===== config.mk =====
export PLATFORM = sky130hd
export DESIGN_NAME = tag_tx_ctrl_tag_chip
export DESIGN_NICKNAME = d
export VERILOG_FILES = /design/src/rtl/tag_anc_pkg.sv /design/src/rtl/tag_sync_gen.sv /design/src/rtl/tag_tx_ctrl_tag_chip.sv
export SDC_FILE = /design/constraint.sdc
export NUM_CORES = 1
export LEC_CHECK = 0
export ABC_AREA = 0
export BUFFER_PORTS_ARGS = -buffer_cell sky130_fd_sc_hd__buf_2
export CAP_MARGIN = 20
export CORE_MARGIN = 5
export CORE_UTILIZATION = 38
export CTS_BUF_LIST = sky130_fd_sc_hd__clkbuf_8 sky130_fd_sc_hd__clkbuf_16
export CTS_CLUSTER_DIAMETER = 200
export CTS_CLUSTER_SIZE = 16
export DETAILED_ROUTE_END_ITERATION = 10
export GPL_TIMING_DRIVEN = 0
export SYNTH_ARGS = -nofsm -noshare
export SYNTH_HDL_FRONTEND = slang
export SYNTH_SLANG_ARGS = --single-unit

===== constraint.sdc =====
create_clock -name clk -period 2.1 [get_ports clk]
set_input_delay 0.21 -clock clk [delete_from_list [all_inputs] [get_ports clk]]
set_output_delay 0.21 -clock clk [all_outputs]
set_load 0.02 [all_outputs]

===== src/rtl/tag_anc_pkg.sv =====
// Shared definitions for the tag-chip TX controller: state encoding, GPIO bit map and GAP length.
package tag_anc_pkg;

  typedef enum logic [1:0] {
    ST_IDLE = 2'd0,
    ST_SYNC = 2'd1,
    ST_TX   = 2'd2,
    ST_GAP  = 2'd3
  } tx_state_e;

  localparam int GPIO_SYNC_BIT   = 0;
  localparam int GPIO_ACTIVE_BIT = 1;
  localparam int GPIO_READY_BIT  = 2;
  // Bits 0 and 1 drive the tag chip; everything else is an input.
  localparam int GPIO_DDR_MASK   = 3;

  localparam int GAP_LEN = 16;

  function automatic int cnt_width(input int n);
    return (n < 2) ? 1 : $clog2(n);
  endfunction

endpackage


===== src/rtl/tag_sync_gen.sv =====
// SYNC-phase timer: counts cycles while enabled, clears on request, flags the last SYNC cycle.
module tag_sync_gen #(
  parameter int CNT_W  = 16,
  parameter int SYNC_N = 8192
) (
  input  logic             clk,
  input  logic             reset,
  input  logic             clear_i,
  input  logic             en_i,
  output logic [CNT_W-1:0] count_o,
  output logic             done_o
);

  localparam logic [CNT_W-1:0] LAST = CNT_W'(SYNC_N - 1);

  logic [CNT_W-1:0] count_q, count_d;

  always_comb begin
    count_d = count_q;
    if (clear_i) begin
      count_d = '0;
    end else if (en_i) begin
      count_d = count_q + CNT_W'(1);
    end
  end

  always_ff @(posedge clk or negedge reset) begin
    if (!reset) begin
      count_q <= '0;
    end else begin
      count_q <= count_d;
    end
  end

  assign count_o = count_q;
  assign done_o  = en_i && (count_q == LAST);

endmodule


===== src/rtl/tag_tx_ctrl_tag_chip.sv =====
// TX burst controller for the tag chip: IDLE -> SYNC -> TX -> GAP, aborting when chip ready drops.
// Build option: define TAG_TX_ZERO_PAD_EN to emit zero samples on starved TX cycles instead of stalling.
module tag_tx_ctrl_tag_chip
  import tag_anc_pkg::*;
#(
  parameter int DATA_WIDTH     = 16,
  parameter int GPIO_REG_WIDTH = 12,
  parameter int SYNC_SIG_N     = 8192,
  parameter int TX_LEN         = 4096
) (
  input  logic                      clk,
  input  logic                      reset,
  input  logic                      tx_en,
  input  logic [DATA_WIDTH-1:0]     itx_in,
  input  logic [DATA_WIDTH-1:0]     qtx_in,
  input  logic                      tx_in_valid,
  output logic                      tx_in_ready,
  output logic [DATA_WIDTH-1:0]     itx_out,
  output logic [DATA_WIDTH-1:0]     qtx_out,
  output logic                      tx_valid,
  output logic [GPIO_REG_WIDTH-1:0] fp_gpio_out,
  output logic [GPIO_REG_WIDTH-1:0] fp_gpio_ddr,
  input  logic [GPIO_REG_WIDTH-1:0] fp_gpio_in,
  output logic [1:0]                tx_state,
  output logic [DATA_WIDTH-1:0]     counter_sync
);

`ifdef TAG_TX_ZERO_PAD_EN
  localparam logic PAD_EN = 1'b1;
`else
  localparam logic PAD_EN = 1'b0;
`endif

  localparam int              SC_W      = cnt_width(TX_LEN);
  localparam logic [SC_W-1:0] SAMP_LAST = SC_W'(TX_LEN - 1);
  localparam int              GC_W      = cnt_width(GAP_LEN);
  localparam logic [GC_W-1:0] GAP_LAST  = GC_W'(GAP_LEN - 1);

  tx_state_e                 state_q, state_d;
  logic [SC_W-1:0]           samp_cnt_q, samp_cnt_d;
  logic [GC_W-1:0]           gap_cnt_q, gap_cnt_d;
  logic [DATA_WIDTH-1:0]     itx_q, itx_d, qtx_q, qtx_d;
  logic                      tx_valid_q, tx_valid_d;
  logic                      ready_q, ready_d;
  logic [GPIO_REG_WIDTH-1:0] gpio_q, gpio_d;

  logic chip_ready, go_burst, sync_clear, sync_en, sync_done;
  logic unused_gpio_in;

  assign chip_ready     = fp_gpio_in[GPIO_READY_BIT];
  assign go_burst       = tx_en && chip_ready;
  assign unused_gpio_in = ^fp_gpio_in;

  // Counter restarts on every SYNC entry and advances on every cycle spent in SYNC.
  assign sync_clear = (state_d == ST_SYNC) && (state_q != ST_SYNC);
  assign sync_en    = (state_q == ST_SYNC);

  tag_sync_gen #(
    .CNT_W  (DATA_WIDTH),
    .SYNC_N (SYNC_SIG_N)
  ) u_sync_gen (
    .clk     (clk),
    .reset   (reset),
    .clear_i (sync_clear),
    .en_i    (sync_en),
    .count_o (counter_sync),
    .done_o  (sync_done)
  );

  always_comb begin
    state_d    = state_q;
    samp_cnt_d = samp_cnt_q;
    gap_cnt_d  = gap_cnt_q;
    itx_d      = '0;
    qtx_d      = '0;
    tx_valid_d = 1'b0;
    case (state_q)
      ST_IDLE: begin
        if (go_burst) state_d = ST_SYNC;
      end
      ST_SYNC: begin
        if (!chip_ready) begin
          state_d = ST_IDLE;
        end else if (sync_done) begin
          state_d    = ST_TX;
          samp_cnt_d = '0;
        end
      end
      ST_TX: begin
        // Losing chip ready wins over a concurrent transfer: the burst is discarded.
        if (!chip_ready) begin
          state_d = ST_IDLE;
        end else if (tx_in_valid) begin
          itx_d      = itx_in;
          qtx_d      = qtx_in;
          tx_valid_d = 1'b1;
          samp_cnt_d = samp_cnt_q + SC_W'(1);
          if (samp_cnt_q == SAMP_LAST) begin
            state_d   = ST_GAP;
            gap_cnt_d = '0;
          end
        end else begin
          tx_valid_d = PAD_EN;
        end
      end
      ST_GAP: begin
        if (gap_cnt_q == GAP_LAST) begin
          state_d = go_burst ? ST_SYNC : ST_IDLE;
        end else begin
          gap_cnt_d = gap_cnt_q + GC_W'(1);
        end
      end
      default: state_d = ST_IDLE;
    endcase

    ready_d                 = (state_d == ST_TX);
    gpio_d                  = '0;
    gpio_d[GPIO_SYNC_BIT]   = (state_d == ST_SYNC);
    gpio_d[GPIO_ACTIVE_BIT] = (state_d == ST_TX);
  end

  always_ff @(posedge clk or negedge reset) begin
    if (!reset) begin
      state_q    <= ST_IDLE;
      samp_cnt_q <= '0;
      gap_cnt_q  <= '0;
      itx_q      <= '0;
      qtx_q      <= '0;
      tx_valid_q <= 1'b0;
      ready_q    <= 1'b0;
      gpio_q     <= '0;
    end else begin
      state_q    <= state_d;
      samp_cnt_q <= samp_cnt_d;
      gap_cnt_q  <= gap_cnt_d;
      itx_q      <= itx_d;
      qtx_q      <= qtx_d;
      tx_valid_q <= tx_valid_d;
      ready_q    <= ready_d;
      gpio_q     <= gpio_d;
    end
  end

  assign tx_state    = state_q;
  assign tx_in_ready = ready_q;
  assign itx_out     = itx_q;
  assign qtx_out     = qtx_q;
  assign tx_valid    = tx_valid_q;
  assign fp_gpio_out = gpio_q;
  assign fp_gpio_ddr = GPIO_REG_WIDTH'(GPIO_DDR_MASK);

endmodule


==> impl_metrics.py <==
metrics = {
    "place": {
        "placed_area_mm2": 0.00380,
        "dpl.hpwl_mm": 4.89,
        "port_buffers": 89,
        "dp.cells": 511,
        "gp_congestion": 0.840,
        "place_ws_ns": 0.0475,
    },
    "floorplanning": {
        "num_rows": 33,
        "die_x_um": 101,
        "die_y_um": 101,
        "io_pins": 124,
        "initial_core_util_pct": 38.6,
        "dieArea_mm2": 0.0102,
        "core_mm2": 0.00813,
    },
    "cells_and_area": {
        "fin_util_pct": 49.6,
        "fin_cells": 527,
        "n_antenna_cell": 0,
        "layout-drive-gt1-share_pct": 35.1,
        "fin_nets": 468,
        "syn_to_final_growth_pct": 28.5,
        "fin_area_mm2": 0.00404,
    },
    "sta": {
        "hold_viol": 48,
        "rsz0062_at_grt": "false",
        "finalSetupTns_ns": 0,
        "layout_setup_ws_ns": 0.196,
        "whs_ns": -0.0177,
        "finalCritPeriodShare_pct": 90.7,
        "period_needed_ns": 1.90,
        "tightestPinTransition_ns": 0.865,
        "clock.fmax_mhz": 525,
        "slew_headroom_pct": 42.3,
        "drv_slew": 0,
        "setup_viol": 0,
        "fin_skew_ns": 0.0137,
    },
    "worst_setup_path": {
        "cp.required_ns": 2.32,
        "arrival_ns": 2.13,
        "reg2regPathDepth": 6,
        "path_max_fanout": 10,
        "critPathKind": "reg -> reg",
        "worstReg2RegEnd": "samp_cnt_q[6]",
        "r2r-start": "u_sync_gen.count_o[0]",
        "critPathCaptureType": "flop",
        "r2r_slack_ns": 0.20,
        "cp-start-kind": "flop",
    },
    "cts": {
        "postCtsSetupBuffers": 0,
        "hold_buffers": 0,
        "ctsLongestPathBuffers": 2,
        "clk_pin_slew_ns": 0.08,
        "clkSinkCount": 69,
        "clkLatencyLatePin_ns": 0.35,
        "numCtsBuffers": 9,
        "cts-root-buf": "clkbuf_8",
        "htreeDepth": 3,
        "cts_resized": 0,
        "cts_tree": "done",
    },
    "routing": {
        "drc": 0,
        "viasPerCell": 4.63,
        "wl_per_cell_um": 12.8,
        "drtAntennaViolNets": 0,
        "routed_wl_mm": 6.73,
        "drt_pass1_iterations": 4,
        "vias": 2441,
        "drtIter0Drc": 50,
    },
    "power": {
        "p_seq_share_pct": 41.7,
        "ir_drop_uv": 430,
        "p_leak_nw": 2.13,
        "p_per_area_mw_per_mm2": 971,
        "swShare_pct": 34.4,
        "switching_power_mw": 1.35,
        "combPwrFrac_pct": 27.4,
        "clock_power_share_pct": 30.8,
        "intPower_mw": 2.57,
        "p_total_mw": 3.92,
    },
    "synth": {
        "synth_edf_count": 0,
        "async_reset_ff_share_pct": 100,
        "netlist_area_mm2": 0.00314,
        "synth_area_per_cell_um2": 10.6,
        "syn_inst": 297,
        "dominantRegCellSynth": "dfrtp_1",
        "yosysSeqAreaShare_pct": 55.0,
        "ys_warn_count": 0,
        "ys_seq_elements": 69,
        "yosys.cell_types.count": 48,
    },
    "global_routing": {
        "antenna_found_initial": 0,
        "grt_pass1_vias": 2469,
        "grt_use_total_pct": 14.4,
        "grt_max_degree": 70,
        "grt_pass1_wl_mm": 11.5,
        "overflow": 0,
    },
    "run": {
        "maxCapViolations": 0,
    },
    "worst_hold_path": {
        "hp-class": "in -> async",
    },
    "outcome": {
        "outcome": "finished with violations",
        "violations": "negative hold slack",
    },
}
## registers in the layout (all words and copies together) (netlist names)
register	count
fp_gpio_out	1
tx_in_ready	1
tx_state	2
gap_cnt_q	4
itx_out	16
u_sync_gen.count_o	16
samp_cnt_q	12
qtx_out	16
tx_valid	1
## power by group through the flow
stage	clock network [mW]	logic, mW	registers (mW)
4_1_cts	1.26	1.08	1.64
6_report	1.21	1.08	1.64
2_1_floorplan	0	0.653	1.76
3_5_place_dp	0	1.08	1.66
5_1_grt	1.31	1.20	1.67
3_3_place_gp	0	1.07	1.66
## worst max-delay path, cell delays in order (launching register included)
cell and delay, ns:
dfrtp_1 0.43, ha_1 0.24, nand3_1 0.17, nor3_2 0.35, and3_2 0.28, buf_2 0.23, nor2_1 0.07
## layout make-up
| cell class | instances | area, um2 |
|---|---|---|
| Timing Repair Buffer | 89 | 448 |
| Clock buffer | 9 | 124 |
| Multi-Input combinational cell | 209 | 1270 |
| Buffer | 33 | 218 |
| Clock inverter | 7 | 98.8 |
| Fill cell | 807 | 4100 |
| Inverter | 6 | 22.5 |
| Sequential cell | 69 | 1730 |
| Tap cell | 105 | 131 |
## worst max path at each step
stage / slack, ns / cells after the start / startpoint / endpoint
2_1_floorplan: 0.25 / 6 / u_sync_gen.count_o[0] / samp_cnt_q[9]
3_3_place_gp: 0.02 / 6 / tx_state[1] / samp_cnt_q[11]
3_5_place_dp: 0.05 / 6 / tx_state[1] / samp_cnt_q[5]
4_1_cts: 0.01 / 6 / tx_state[1] / samp_cnt_q[6]
5_1_grt: 0.02 / 6 / u_sync_gen.count_o[0] / samp_cnt_q[7]
6_report: 0.20 / 6 / u_sync_gen.count_o[0] / samp_cnt_q[6]
## cells in the mapped netlist, drive strengths merged (3+ instances only)
| master | count | area [um2] |
|---|---|---|
| dfrtp | 69 | 1730 |
| nor3 | 6 | 41.3 |
| a21oi | 8 | 40.0 |
| nor2 | 23 | 96.4 |
| inv | 6 | 22.5 |
| nand3 | 14 | 70.1 |
| a211oi | 3 | 27.5 |
| and3 | 6 | 43.8 |
| nand2 | 20 | 75.1 |
| ha | 3 | 37.5 |
| o21ai | 16 | 80.1 |
| o211ai | 9 | 67.6 |
| and2 | 35 | 220 |
| clkbuf | 4 | 15.0 |
| nand4 | 8 | 50.1 |
| xor2 | 10 | 87.6 |
| buf | 29 | 203 |
## placed cells by master (no fill, tap or decap), types with 8 or more instances in the layout
cell type,instances
dfrtp_1,69
clkbuf_8,9
a21oi_1,8
buf_2,94
nor2_1,21
nand4_1,8
conb_1,22
and2_1,34
o211ai_1,9
o21ai_0,14
buf_4,24
xor2_1,10
nand3_1,14
nand2_1,20
## layer usage
metal / track usage (%) / part of all wire [%]
met1: 16.9 / 42
met2: 22.4 / 45
met3: 6.37 / 11
met4: 7.06 / 2.4
met5: 0 / 0
## kinds of logic after synthesis
family | share of synthesized area, %
and+or+nand+nor | 22.1
DFF | 55.0
AOI/OAI and AO/OA | 9.84
buffers and inverters | 7.65
xor gates and xnor gates | 3.35
adders and majority gates | 1.19
other | 0.239
muxes | 0.677
(Power assumes the default switching activity.)
